<file path="src/rtl/battleship_pkg.sv">
// Shared types and constants for the Battleship shot controller: FSM states,
// one-hot ship codes, grid limits, probe offset tables and a helper that keeps
// only the largest ship of a set of one-hot codes.
package battleship_pkg;

    typedef enum logic [1:0] {
        IDLE = 2'd0,
        SCAN = 2'd1,
        DONE = 2'd2
    } state_t;

    localparam logic [4:0] PATROL     = 5'b00001;
    localparam logic [4:0] DESTROYER  = 5'b00010;
    localparam logic [4:0] SUBMARINE  = 5'b00100;
    localparam logic [4:0] BATTLESHIP = 5'b01000;
    localparam logic [4:0] CARRIER    = 5'b10000;

    localparam int GRID_MIN         = 1;
    localparam int GRID_MAX_DEFAULT = 10;

    // Probe offsets are 5-bit two's complement so they add straight onto a
    // zero-extended 4-bit coordinate.
    localparam logic [4:0] OFF_M1 = 5'b11111;
    localparam logic [4:0] OFF_Z  = 5'b00000;
    localparam logic [4:0] OFF_P1 = 5'b00001;

    typedef struct packed {
        logic [4:0] dx;
        logic [4:0] dy;
    } offset_t;

    // Small bomb: centre first, then the plus-shaped neighbours.
    // Big bomb: full 3x3 block in row-major order.
    function automatic offset_t probe_offset(input logic big_bomb, input logic [3:0] idx);
        offset_t off;
        off = {OFF_Z, OFF_Z};
        if (big_bomb) begin
            case (idx)
                4'd0:    off = {OFF_M1, OFF_M1};
                4'd1:    off = {OFF_Z,  OFF_M1};
                4'd2:    off = {OFF_P1, OFF_M1};
                4'd3:    off = {OFF_M1, OFF_Z};
                4'd4:    off = {OFF_Z,  OFF_Z};
                4'd5:    off = {OFF_P1, OFF_Z};
                4'd6:    off = {OFF_M1, OFF_P1};
                4'd7:    off = {OFF_Z,  OFF_P1};
                4'd8:    off = {OFF_P1, OFF_P1};
                default: off = {OFF_Z,  OFF_Z};
            endcase
        end else begin
            case (idx)
                4'd0:    off = {OFF_Z,  OFF_Z};
                4'd1:    off = {OFF_Z,  OFF_M1};
                4'd2:    off = {OFF_M1, OFF_Z};
                4'd3:    off = {OFF_P1, OFF_Z};
                4'd4:    off = {OFF_Z,  OFF_P1};
                default: off = {OFF_Z,  OFF_Z};
            endcase
        end
        return off;
    endfunction

    // Keep only the most significant set bit (largest ship).
    function automatic logic [4:0] highest_ship(input logic [4:0] codes);
        logic [4:0] top;
        top = 5'd0;
        for (int i = 0; i < 5; i++) begin
            if (codes[i]) top = 5'd1 << i;
        end
        return top;
    endfunction

endpackage

</file>
<file path="src/rtl/battleship_shot_controller_key_edge_sync.sv">
// Brings the raw active-low key into the clock domain with two flops and
// emits a single-cycle pulse on its falling edge (key press).
module key_edge_sync (
    input  logic clock,
    input  logic reset_L,
    input  logic key_i,
    output logic press_o
);
    logic sync1_q, sync2_q, prev_q;

    // Synchronizer chain plus one history flop; idle key level is high.
    always_ff @(posedge clock or negedge reset_L) begin
        if (!reset_L) begin
            sync1_q <= 1'b1;
            sync2_q <= 1'b1;
            prev_q  <= 1'b1;
        end else begin
            sync1_q <= key_i;
            sync2_q <= sync1_q;
            prev_q  <= sync2_q;
        end
    end

    assign press_o = prev_q & ~sync2_q;

endmodule

</file>
<file path="src/rtl/battleship_shot_controller.sv">
// Sequences one shot per key press: validates the target, walks the probe
// pattern over the external square checker one square per cycle, then
// publishes hit / near-miss / miss, the largest ship hit, the running count
// of distinct squares hit and the remaining big bombs.
module battleship_shot_controller
    import battleship_pkg::*;
#(
    parameter int BIG_BOMBS = 2,
    parameter int GRID_MAX  = GRID_MAX_DEFAULT
) (
    input  logic       clock,
    input  logic       reset_L,
    input  logic [3:0] shot_x,
    input  logic [3:0] shot_y,
    input  logic       big,
    input  logic       score_L,
    output logic [3:0] sq_x,
    output logic [3:0] sq_y,
    output logic       sq_valid,
    input  logic [4:0] sq_ship,
    output logic       busy,
    output logic       done,
    output logic       wrong,
    output logic       is_hit,
    output logic       is_near_miss,
    output logic       is_miss,
    output logic [4:0] biggest_ship,
    output logic [4:0] num_hits,
    output logic [1:0] big_left
);
    localparam int         NUM_SQUARES = GRID_MAX * GRID_MAX;
    localparam int         IDX_W       = $clog2(NUM_SQUARES);
    localparam logic [4:0] COORD_MIN   = 5'(GRID_MIN);
    localparam logic [4:0] COORD_MAX   = 5'(GRID_MAX);

    state_t                 state_q, state_d;
    logic [3:0]             x_q, x_d, y_q, y_d;
    logic                   big_q, big_d;
    logic [3:0]             idx_q, idx_d;
    logic                   scored_q, scored_d;       // a scoring probe found a ship
    logic                   neigh_q, neigh_d;         // small bomb: a neighbour found a ship
    logic [4:0]             ships_q, ships_d;         // OR of ship codes from scoring probes
    logic [3:0]             new_hits_q, new_hits_d;   // fresh scoreboard squares this shot
    logic [NUM_SQUARES-1:0] board_q, board_d;
    logic                   wrong_q, wrong_d, hit_q, hit_d, near_q, near_d, miss_q, miss_d;
    logic [4:0]             biggest_q, biggest_d, num_hits_q, num_hits_d;
    logic [1:0]             big_left_q, big_left_d;

    logic             press;
    offset_t          off;
    logic [4:0]       px, py;
    logic             on_grid, probe_valid, probe_ship, probe_scores, probe_new, last_probe;
    logic             reject;
    logic [IDX_W-1:0] sq_idx;
    logic [3:0]       shot_new_hits;
    logic [5:0]       hits_sum;
    logic             final_scored, final_neigh;

    key_edge_sync u_key (
        .clock   (clock),
        .reset_L (reset_L),
        .key_i   (score_L),
        .press_o (press)
    );

    // Current probe square and its classification.
    assign off          = probe_offset(big_q, idx_q);
    assign px           = {1'b0, x_q} + off.dx;
    assign py           = {1'b0, y_q} + off.dy;
    assign on_grid      = (px >= COORD_MIN) && (px <= COORD_MAX) &&
                          (py >= COORD_MIN) && (py <= COORD_MAX);
    assign probe_valid  = (state_q == SCAN) && on_grid;
    assign probe_ship   = probe_valid && (sq_ship != 5'd0);
    // Small bombs only score the centre; neighbours just feed near-miss.
    assign probe_scores = probe_ship && (big_q || (idx_q == 4'd0));
    assign sq_idx       = IDX_W'(py - 5'd1) * IDX_W'(GRID_MAX) + IDX_W'(px - 5'd1);
    assign probe_new    = probe_scores && !board_q[sq_idx];
    assign last_probe   = (idx_q == (big_q ? 4'd8 : 4'd4));

    assign reject = ({1'b0, shot_x} < COORD_MIN) || ({1'b0, shot_x} > COORD_MAX) ||
                    ({1'b0, shot_y} < COORD_MIN) || ({1'b0, shot_y} > COORD_MAX) ||
                    (big && (big_left_q == 2'd0));

    assign shot_new_hits = new_hits_q + {3'b000, probe_new};
    assign hits_sum      = {1'b0, num_hits_q} + {2'b00, shot_new_hits};
    assign final_scored  = scored_q | probe_scores;
    assign final_neigh   = neigh_q | (probe_ship & ~probe_scores);

    // Next-state and datapath updates; everything holds unless changed below.
    always_comb begin
        state_d    = state_q;
        x_d        = x_q;
        y_d        = y_q;
        big_d      = big_q;
        idx_d      = idx_q;
        scored_d   = scored_q;
        neigh_d    = neigh_q;
        ships_d    = ships_q;
        new_hits_d = new_hits_q;
        board_d    = board_q;
        wrong_d    = wrong_q;
        hit_d      = hit_q;
        near_d     = near_q;
        miss_d     = miss_q;
        biggest_d  = biggest_q;
        num_hits_d = num_hits_q;
        big_left_d = big_left_q;

        case (state_q)
            IDLE: begin
                if (press) begin
                    x_d        = shot_x;
                    y_d        = shot_y;
                    big_d      = big;
                    idx_d      = 4'd0;
                    scored_d   = 1'b0;
                    neigh_d    = 1'b0;
                    ships_d    = 5'd0;
                    new_hits_d = 4'd0;
                    if (reject) begin
                        wrong_d   = 1'b1;
                        hit_d     = 1'b0;
                        near_d    = 1'b0;
                        miss_d    = 1'b0;
                        biggest_d = 5'd0;
                        state_d   = DONE;
                    end else begin
                        if (big) big_left_d = big_left_q - 2'd1;
                        state_d = SCAN;
                    end
                end
            end
            SCAN: begin
                scored_d   = final_scored;
                neigh_d    = final_neigh;
                ships_d    = ships_q | (probe_scores ? sq_ship : 5'd0);
                new_hits_d = shot_new_hits;
                if (probe_new) board_d[sq_idx] = 1'b1;
                if (last_probe) begin
                    wrong_d    = 1'b0;
                    hit_d      = final_scored;
                    near_d     = !big_q && !final_scored && final_neigh;
                    miss_d     = !final_scored && (big_q || !final_neigh);
                    biggest_d  = highest_ship(ships_d);
                    num_hits_d = hits_sum[5] ? 5'd31 : hits_sum[4:0];
                    state_d    = DONE;
                end else begin
                    idx_d = idx_q + 4'd1;
                end
            end
            DONE:    state_d = IDLE;
            default: state_d = IDLE;
        endcase
    end

    // State, shot context, scoreboard and published results.
    always_ff @(posedge clock or negedge reset_L) begin
        if (!reset_L) begin
            state_q    <= IDLE;
            x_q        <= 4'd0;
            y_q        <= 4'd0;
            big_q      <= 1'b0;
            idx_q      <= 4'd0;
            scored_q   <= 1'b0;
            neigh_q    <= 1'b0;
            ships_q    <= 5'd0;
            new_hits_q <= 4'd0;
            board_q    <= '0;
            wrong_q    <= 1'b0;
            hit_q      <= 1'b0;
            near_q     <= 1'b0;
            miss_q     <= 1'b0;
            biggest_q  <= 5'd0;
            num_hits_q <= 5'd0;
            big_left_q <= 2'(BIG_BOMBS);
        end else begin
            state_q    <= state_d;
            x_q        <= x_d;
            y_q        <= y_d;
            big_q      <= big_d;
            idx_q      <= idx_d;
            scored_q   <= scored_d;
            neigh_q    <= neigh_d;
            ships_q    <= ships_d;
            new_hits_q <= new_hits_d;
            board_q    <= board_d;
            wrong_q    <= wrong_d;
            hit_q      <= hit_d;
            near_q     <= near_d;
            miss_q     <= miss_d;
            biggest_q  <= biggest_d;
            num_hits_q <= num_hits_d;
            big_left_q <= big_left_d;
        end
    end

    assign sq_x         = (state_q == SCAN) ? px[3:0] : 4'd0;
    assign sq_y         = (state_q == SCAN) ? py[3:0] : 4'd0;
    assign sq_valid     = probe_valid;
    assign busy         = (state_q != IDLE);
    assign done         = (state_q == DONE);
    assign wrong        = wrong_q;
    assign is_hit       = hit_q;
    assign is_near_miss = near_q;
    assign is_miss      = miss_q;
    assign biggest_ship = biggest_q;
    assign num_hits     = num_hits_q;
    assign big_left     = big_left_q;

endmodule

</file>
<file path="config.mk">
export PLATFORM = sky130hd
export DESIGN_NAME = battleship_shot_controller
export DESIGN_NICKNAME = d
export VERILOG_FILES = /design/src/rtl/battleship_pkg.sv /design/src/rtl/battleship_shot_controller_key_edge_sync.sv /design/src/rtl/battleship_shot_controller.sv
export SDC_FILE = /design/constraint.sdc
export NUM_CORES = 1
export LEC_CHECK = 0
export CORE_MARGIN = 8
export CORE_UTILIZATION = 46
export DETAILED_ROUTE_END_ITERATION = 7
export GPL_TIMING_DRIVEN = 0
export MAX_ROUTING_LAYER = met4
export SLEW_MARGIN = 30
export SYNTH_ARGS = -nofsm -noshare
export SYNTH_HDL_FRONTEND = slang
export SYNTH_SLANG_ARGS = --single-unit
</file>
<file path="constraint.sdc">
create_clock -name clock -period 9.2 [get_ports clock]
set_input_delay 0.92 -clock clock [delete_from_list [all_inputs] [get_ports clock]]
set_output_delay 0.92 -clock clock [all_outputs]
set_load 0.03 [all_outputs]
</file>
==> metrics.md, run 1 <==
| Metric | Value |
|---|---|
| Count of final setup violators | 0 |
| Synth area leaders | dfrtp_1, a21o_1, ha_1, nand2_1, o21bai_1 |
| Number of global-route vias before repair | 6474 |
| Number of max-slew violations in the final report | 0 |
| Pin count of the biggest net entering global routing | 75 |
| Root Driver | clkbuf_16 |
| Core box area | 0.0172 sq mm |
| FF-to-FF setup slack | 1210 ps |
| Final ANT Viol Nets | 0 |
| Crit end category | register |
| Worst endpoint required time | 9460 ps |
| Sequential cell area fraction in the yosys report | 0.452 |
| H-tree depth | 4 |
| Worst setup path class | reg -> reg |
| Worst-path fanout max | 11 |
| Die outline area | 0.0220 sq mm |
| Post-CTS Setup Bufs | 0 |
| CTS Buf Count | 17 |
| Total GRT Usage | 0.209 |
| Max_cap viols | 0 |
| Clock transition at the registers of the reported paths | 60 ps |
| Post-Synthesis Cells | 762 |
| Netlist cell types | 79 |
| CP arrival | 8260 ps |
| TritonRoute pass-1 iters | 5 |
| CTS Buffer Depth | 2 |
| Die width | 148 um |
| Routed WL per cell | 20.3 um |
| Fmax | 0.125 GHz |
| Most Frequent Cell on Critical Path | ha_1 |
| Area leader, netlist | dfrtp_1 |
| Fin crit period | 7990 ps |
| Syn_area_per_cell | 10.5 sq um |
| Initial core utilization | 0.468 |
| Yosys reg bits | 145 |
| Layout Cells excl Fill | 1062 |
| Antenna violations before repair | 0 |
| Vias/cell | 5.90 |
| Cts hold-fix bufs | 0 |
| Type of the tightest min-delay check | reg -> reg |
| Skew-Pair Late Insertion Delay | 420 ps |
| Most numerous cell in the Yosys netlist | dfrtp_1 |
| Port-buffer cells | 43 |
| Layout cell share with drive strength beyond 1 | 0.115 |
| Syn nets | 820 |
| Post-Place Cells | 1031 |
| Top_reg_cell synth | dfrtp_1 |
| Final #Nets | 883 |
| Worst-Margin Slew | 1000 ps |
| Post-route DRC | 0 |
| Via Count | 6265 |
| Post-cts resize count | 0 |
| Post-synthesis cell area | 0.00804 sq mm |
| DIE HEIGHT | 148 um |
| Rel. slew slack | 0.325 |
| Post-DP HPWL | 15700 um |
| Drt total wl | 21600 um |
| Synth top cells by count | dfrtp_1, nand2_1, a21o_1 |
| GPL Wtd Cong | 0.894 |
| Clock sink count | 145 |
| Synth async-reset ratio | 1.00 |
| Synth-to-Final Area Change | 16.8% |
| CTS tree | built |
| Status | finished, final reports clean |
| EDFF count, synth | 0 |
| Final period utilization | 0.869 |
| Ant diodes | 0 |
| Final setup TNS | 0 ps |
| Initial DRC count | 459 |
| Slowest stage delay, CP | 600 ps |
| Rows | 48 |
| RSZ-0062 raised after global routing | no |
| Top cell type's share of synthesized area | 0.439 |
| CP max stage cell | fa_1 |
| IO Count | 44 |
| Final hold viol count | 0 |
| Overflow after GRT | 0 |
| First-pass GRT wire length | 35000 um |
| Ys Warns | 0 |
| CP startpoint kind | register |
| Max Clock Skew | 11.6 ps |
-- cells by family after synthesis --
logic type / count (synthesis) / share of synthesized area
XOR/XNOR: 21 / 0.0247
adder cells (fa/ha/maj): 41 / 0.0685
AO/OA/AOI/OAI: 219 / 0.198
flip-flops: 145 / 0.452
AND/OR/NAND/NOR: 232 / 0.162
buffers and inverters: 76 / 0.0412
multiplexers: 28 / 0.0543
-- flip-flops by register name, indices dropped and copies added, names as in the netlist, 2 cells and up --
| name | count |
|---|---|
| board_q | 100 |
| biggest_ship | 5 |
| big_left | 2 |
| x_q | 4 |
| y_q | 4 |
| new_hits_q | 4 |
| num_hits | 5 |
| state_q | 2 |
| idx_q | 4 |
| ships_q | 5 |
-- cell type report --
type | instances | area, sq um
inverter | 41 | 154
tap | 225 | 282
clock buffer | 24 | 492
clock inverter | 7 | 98.8
sequential | 145 | 3630
timing repair buffer | 44 | 463
multi-input combinational | 541 | 4090
fill | 1535 | 7780
buffer | 35 | 178
-- per-layer routing --
metal	track usage	vias to the layer above	wire, um
met2	0.322	205	10200
met3	0.0359	31	1170
li1	-	2874	-
met4	0.0739	0	344
met5	-	-	0
met1	0.274	3155	9880
-- cell usage in the layout, fill, tap and decap left out, types with 6 or more instances in the layout --
cell               n
clkbuf_16         17
nand3_1           18
mux4_2            12
xor2_1             8
nand2b_1           9
o21bai_1          37
and2_1            10
a22oi_1            9
mux2i_1           11
o211ai_1           6
nor2_1            27
ha_1              36
a21o_1            71
buf_2             10
nand2_1           80
o21ai_0           25
clkdlybuf4s50_1   42
a21oi_1           18
and3_1             9
xnor2_1           12
nor3_1             9
nor4_1             7
clkbuf_1          20
inv_1             40
nor2b_1           16
dfrtp_1          141
-- critical path: cells and delay by family (launching register included) --
family,cells,cell delay [ps]
fa+ha+maj,7,2480
compound gates,11,2420
buf+inv,7,1930
flops,1,450
xor+xnor,2,370
simple gates,2,170
-- stage by stage --
stage               instance area, sq um  hold slack, ps  utilization  setup slack, ps
floorplan                           8040             345            -             2710
global placement                    8750             347        0.509             1330
detailed placement                  8790             352        0.512             1220
CTS                                 9380             360        0.546             1200
global route                        9390             365        0.547              568
finish                              9390             360        0.547             1210
-- path summary, 6_finish.rpt --
path                                  to  cells past startpoint     startpoint
hold / removal             u_key.sync2_q                      0  u_key.sync1_q
setup / recovery             num_hits[2]                     29       idx_q[0]
min in group asynchronous    num_hits[4]                      1        reset_L
hold reg to reg            u_key.sync2_q                      0  u_key.sync1_q
setup reg to reg             num_hits[2]                     29       idx_q[0]
max in group asynchronous    board_q[33]                      2        reset_L
Power of run 1 is left out: the tool's default activity adds up to more than one toggle a clock period on the data nets, which glitch-free logic cannot reach.
==> run 2, diff against run 1 <==
--- a/config.mk
+++ b/config.mk
@@ -8,4 +8,5 @@
 export CORE_MARGIN = 8
 export CORE_UTILIZATION = 46
+export CTS_CLUSTER_DIAMETER = 60
 export DETAILED_ROUTE_END_ITERATION = 7
 export GPL_TIMING_DRIVEN = 0
==> constraint.sdc (replaced) <==
create_clock -name clock -period 9.2 [get_ports clock]
set_input_delay 0.92 -clock clock [delete_from_list [all_inputs] [get_ports clock]]
set_output_delay 0.92 -clock clock [all_outputs]
set_load 0.02 [all_outputs]
==> results of run 2 <==
Final layout, timing and power as in run 1 (identical DEF).
Power of run 2 is left out for the same reason.
==> run 3, diff against run 2 <==
Settings changed: PLACE_DENSITY_LB_ADDON from default to 0.15.
==> metrics.md, run 3 (synthesis gave the netlist of run 1 again) <==
| Metric | Value |
|---|---|
| CTS Buf Count | 17 (unchanged) |
| Slowest stage delay, CP | 690 ps (+90 ps) |
| Setup slack at placement | 1250 ps (+28.8 ps) |
| Max_cap viols | 0 (unchanged) |
| Layout cell share with drive strength beyond 1 | 0.114 (-0.00119) |
| Drt total wl | 21500 um (about the same) |
| Routed WL per cell | 20.3 um (about the same) |
| Final period utilization | 0.883 (+0.0138) |
| Number of max-slew violations in the final report | 0 (unchanged) |
| Port-buffer cells | 43 (unchanged) |
| Root Driver | clkbuf_16 |
| Cts hold-fix bufs | 0 (unchanged) |
| Die outline area | 0.0220 sq mm (unchanged) |
| Layout fillers | 1513 (-1.4%) |
| CTS tree | built |
| DIE HEIGHT | 148 um (unchanged) |
| Clock sink count | 145 (unchanged) |
| Rel. slew slack | 0.362 (+0.0365) |
| Fin worst setup slack | 1080 ps (-127 ps) |
| Commonest non-fill, non-tap cells in the layout | dfrtp_1, nand2_1, a21o_1, clkdlybuf4s50_1, inv_1 |
| Crit end category | register |
| CP startpoint kind | register |
| Fmax | 0.123 GHz (-1.6%) |
| Post-DP HPWL | 15500 um (-1.4%) |
| Total GRT Usage | 0.208 (-0.000598) |
| CP arrival | 8380 ps (+120 ps) |
| TritonRoute pass-1 iters | 6 (+1) |
| Skew-Pair Late Insertion Delay | 420 ps (about the same) |
| Number of global-route vias before repair | 6589 (+1.8%) |
| Final setup TNS | 0 ps (unchanged) |
| IO Count | 44 (unchanged) |
| Final hold viol count | 0 (unchanged) |
| Status | finished, final reports clean |
| Fin crit period | 8120 ps (+127 ps) |
| Pin count of the biggest net entering global routing | 75 (unchanged) |
| Rows | 48 (unchanged) |
| Worst endpoint required time | 9460 ps (about the same) |
| Max FFs per register | 100 (unchanged) |
| Post-route DRC | 0 (unchanged) |
| Ant diodes | 0 (unchanged) |
| Post-CTS Setup Bufs | 0 (unchanged) |
| Commonest non-fill, non-tap cell in the layout | dfrtp_1 |
| Synth-to-Final Area Change | 16.6% |
| Max Clock Skew | 11.6 ps (-0.0322 ps) |
| Post-Place Cells | 1031 (unchanged) |
| Overflow after GRT | 0 (unchanged) |
| Via Count | 6335 (+1.1%) |
| GPL Wtd Cong | 0.879 (-1.7%) |
| H-tree depth | 4 (unchanged) |
| Die width | 148 um (unchanged) |
| First-pass GRT wire length | 35300 um (+0.81%) |
| Count of final setup violators | 0 (unchanged) |
| Antenna violations before repair | 0 (unchanged) |
| Final ANT Viol Nets | 0 (unchanged) |
| Type of the tightest min-delay check | reg -> reg |
| Worst setup path class | reg -> reg |
| Initial DRC count | 485 (+5.7%) |
| Worst-path fanout max | 11 (unchanged) |
| RSZ-0062 raised after global routing | no |
| Layout Cells excl Fill | 1062 (unchanged) |
| CP max stage cell | clkbuf_1 |
| Post-cts resize count | 0 (unchanged) |
| Most flops, register | board_q |
| Most Frequent Cell on Critical Path | ha_1 |
| Worst-Margin Slew | 948 ps (-54.2 ps) |
| CTS Buffer Depth | 2 (unchanged) |
| Final #Nets | 883 (unchanged) |
| Vias/cell | 5.97 (+1.1%) |
| Core box area | 0.0172 sq mm (unchanged) |
| Initial core utilization | 0.468 (unchanged) |
| Clock transition at the registers of the reported paths | 70 ps (about the same) |
-- run 3: layout make-up --
| type | count | area, sq um | share of cell area |
|---|---|---|---|
| timing repair buffer | 44 | 463 | 0.0494 |
| buffer | 35 | 178 | 0.0189 |
| sequential | 145 | 3630 | 0.388 |
| clock buffer | 23 | 478 | 0.0510 |
| clock inverter | 8 | 104 | 0.0111 |
| multi-input combinational | 541 | 4090 | 0.436 |
| inverter | 41 | 154 | 0.0164 |
| tap | 225 | 282 | 0.0300 |
-- run 3: through the flow --
stage / hold slack (ps) / utilization / area, sq um
after floorplan: 345 / - / 8040
after global placement: 347 / 0.509 / 8750
after detailed placement: 352 / 0.512 / 8790
after CTS: 360 / 0.546 / 9370
after global routing: 362 / 0.546 / 9380
final: 358 / 0.546 / 9380
-- run 3: metal layers --
metal  global-route usage  vias to the layer above  part of all wire
li1                     -                     2875                 -
met1                0.268                     3220              0.44
met2                0.330                      210              0.48
met3               0.0410                       30             0.063
met4               0.0586                        0             0.018
met5                    -                        -                 0
-- run 3: final timing paths --
| check | startpoint | cells after the start | slack, ps | end |
|---|---|---|---|---|
| worst max-delay path | idx_q[0] | 29 | 1080 | num_hits[2] |
| worst min-delay path | u_key.sync1_q | 0 | 360 | u_key.sync2_q |
| worst max register to register | idx_q[0] | 29 | 1080 | num_hits[2] |
| worst min register to register | u_key.sync1_q | 0 | 360 | u_key.sync2_q |
| max in group asynchronous | reset_L | 2 | 7990 | u_key.sync2_q |
| min in group asynchronous | reset_L | 1 | 450 | num_hits[2] |
-- run 3: worst max-delay path: cells and delay by family (launching register included) --
kind,cells,cell delay [ps]
fa+ha+maj,7,2500
compound gates,11,2400
buf+inv,6,1750
flops,1,470
xor+xnor,2,400
mux,1,240
simple gates,2,180
Power of run 3 is left out for the same reason.
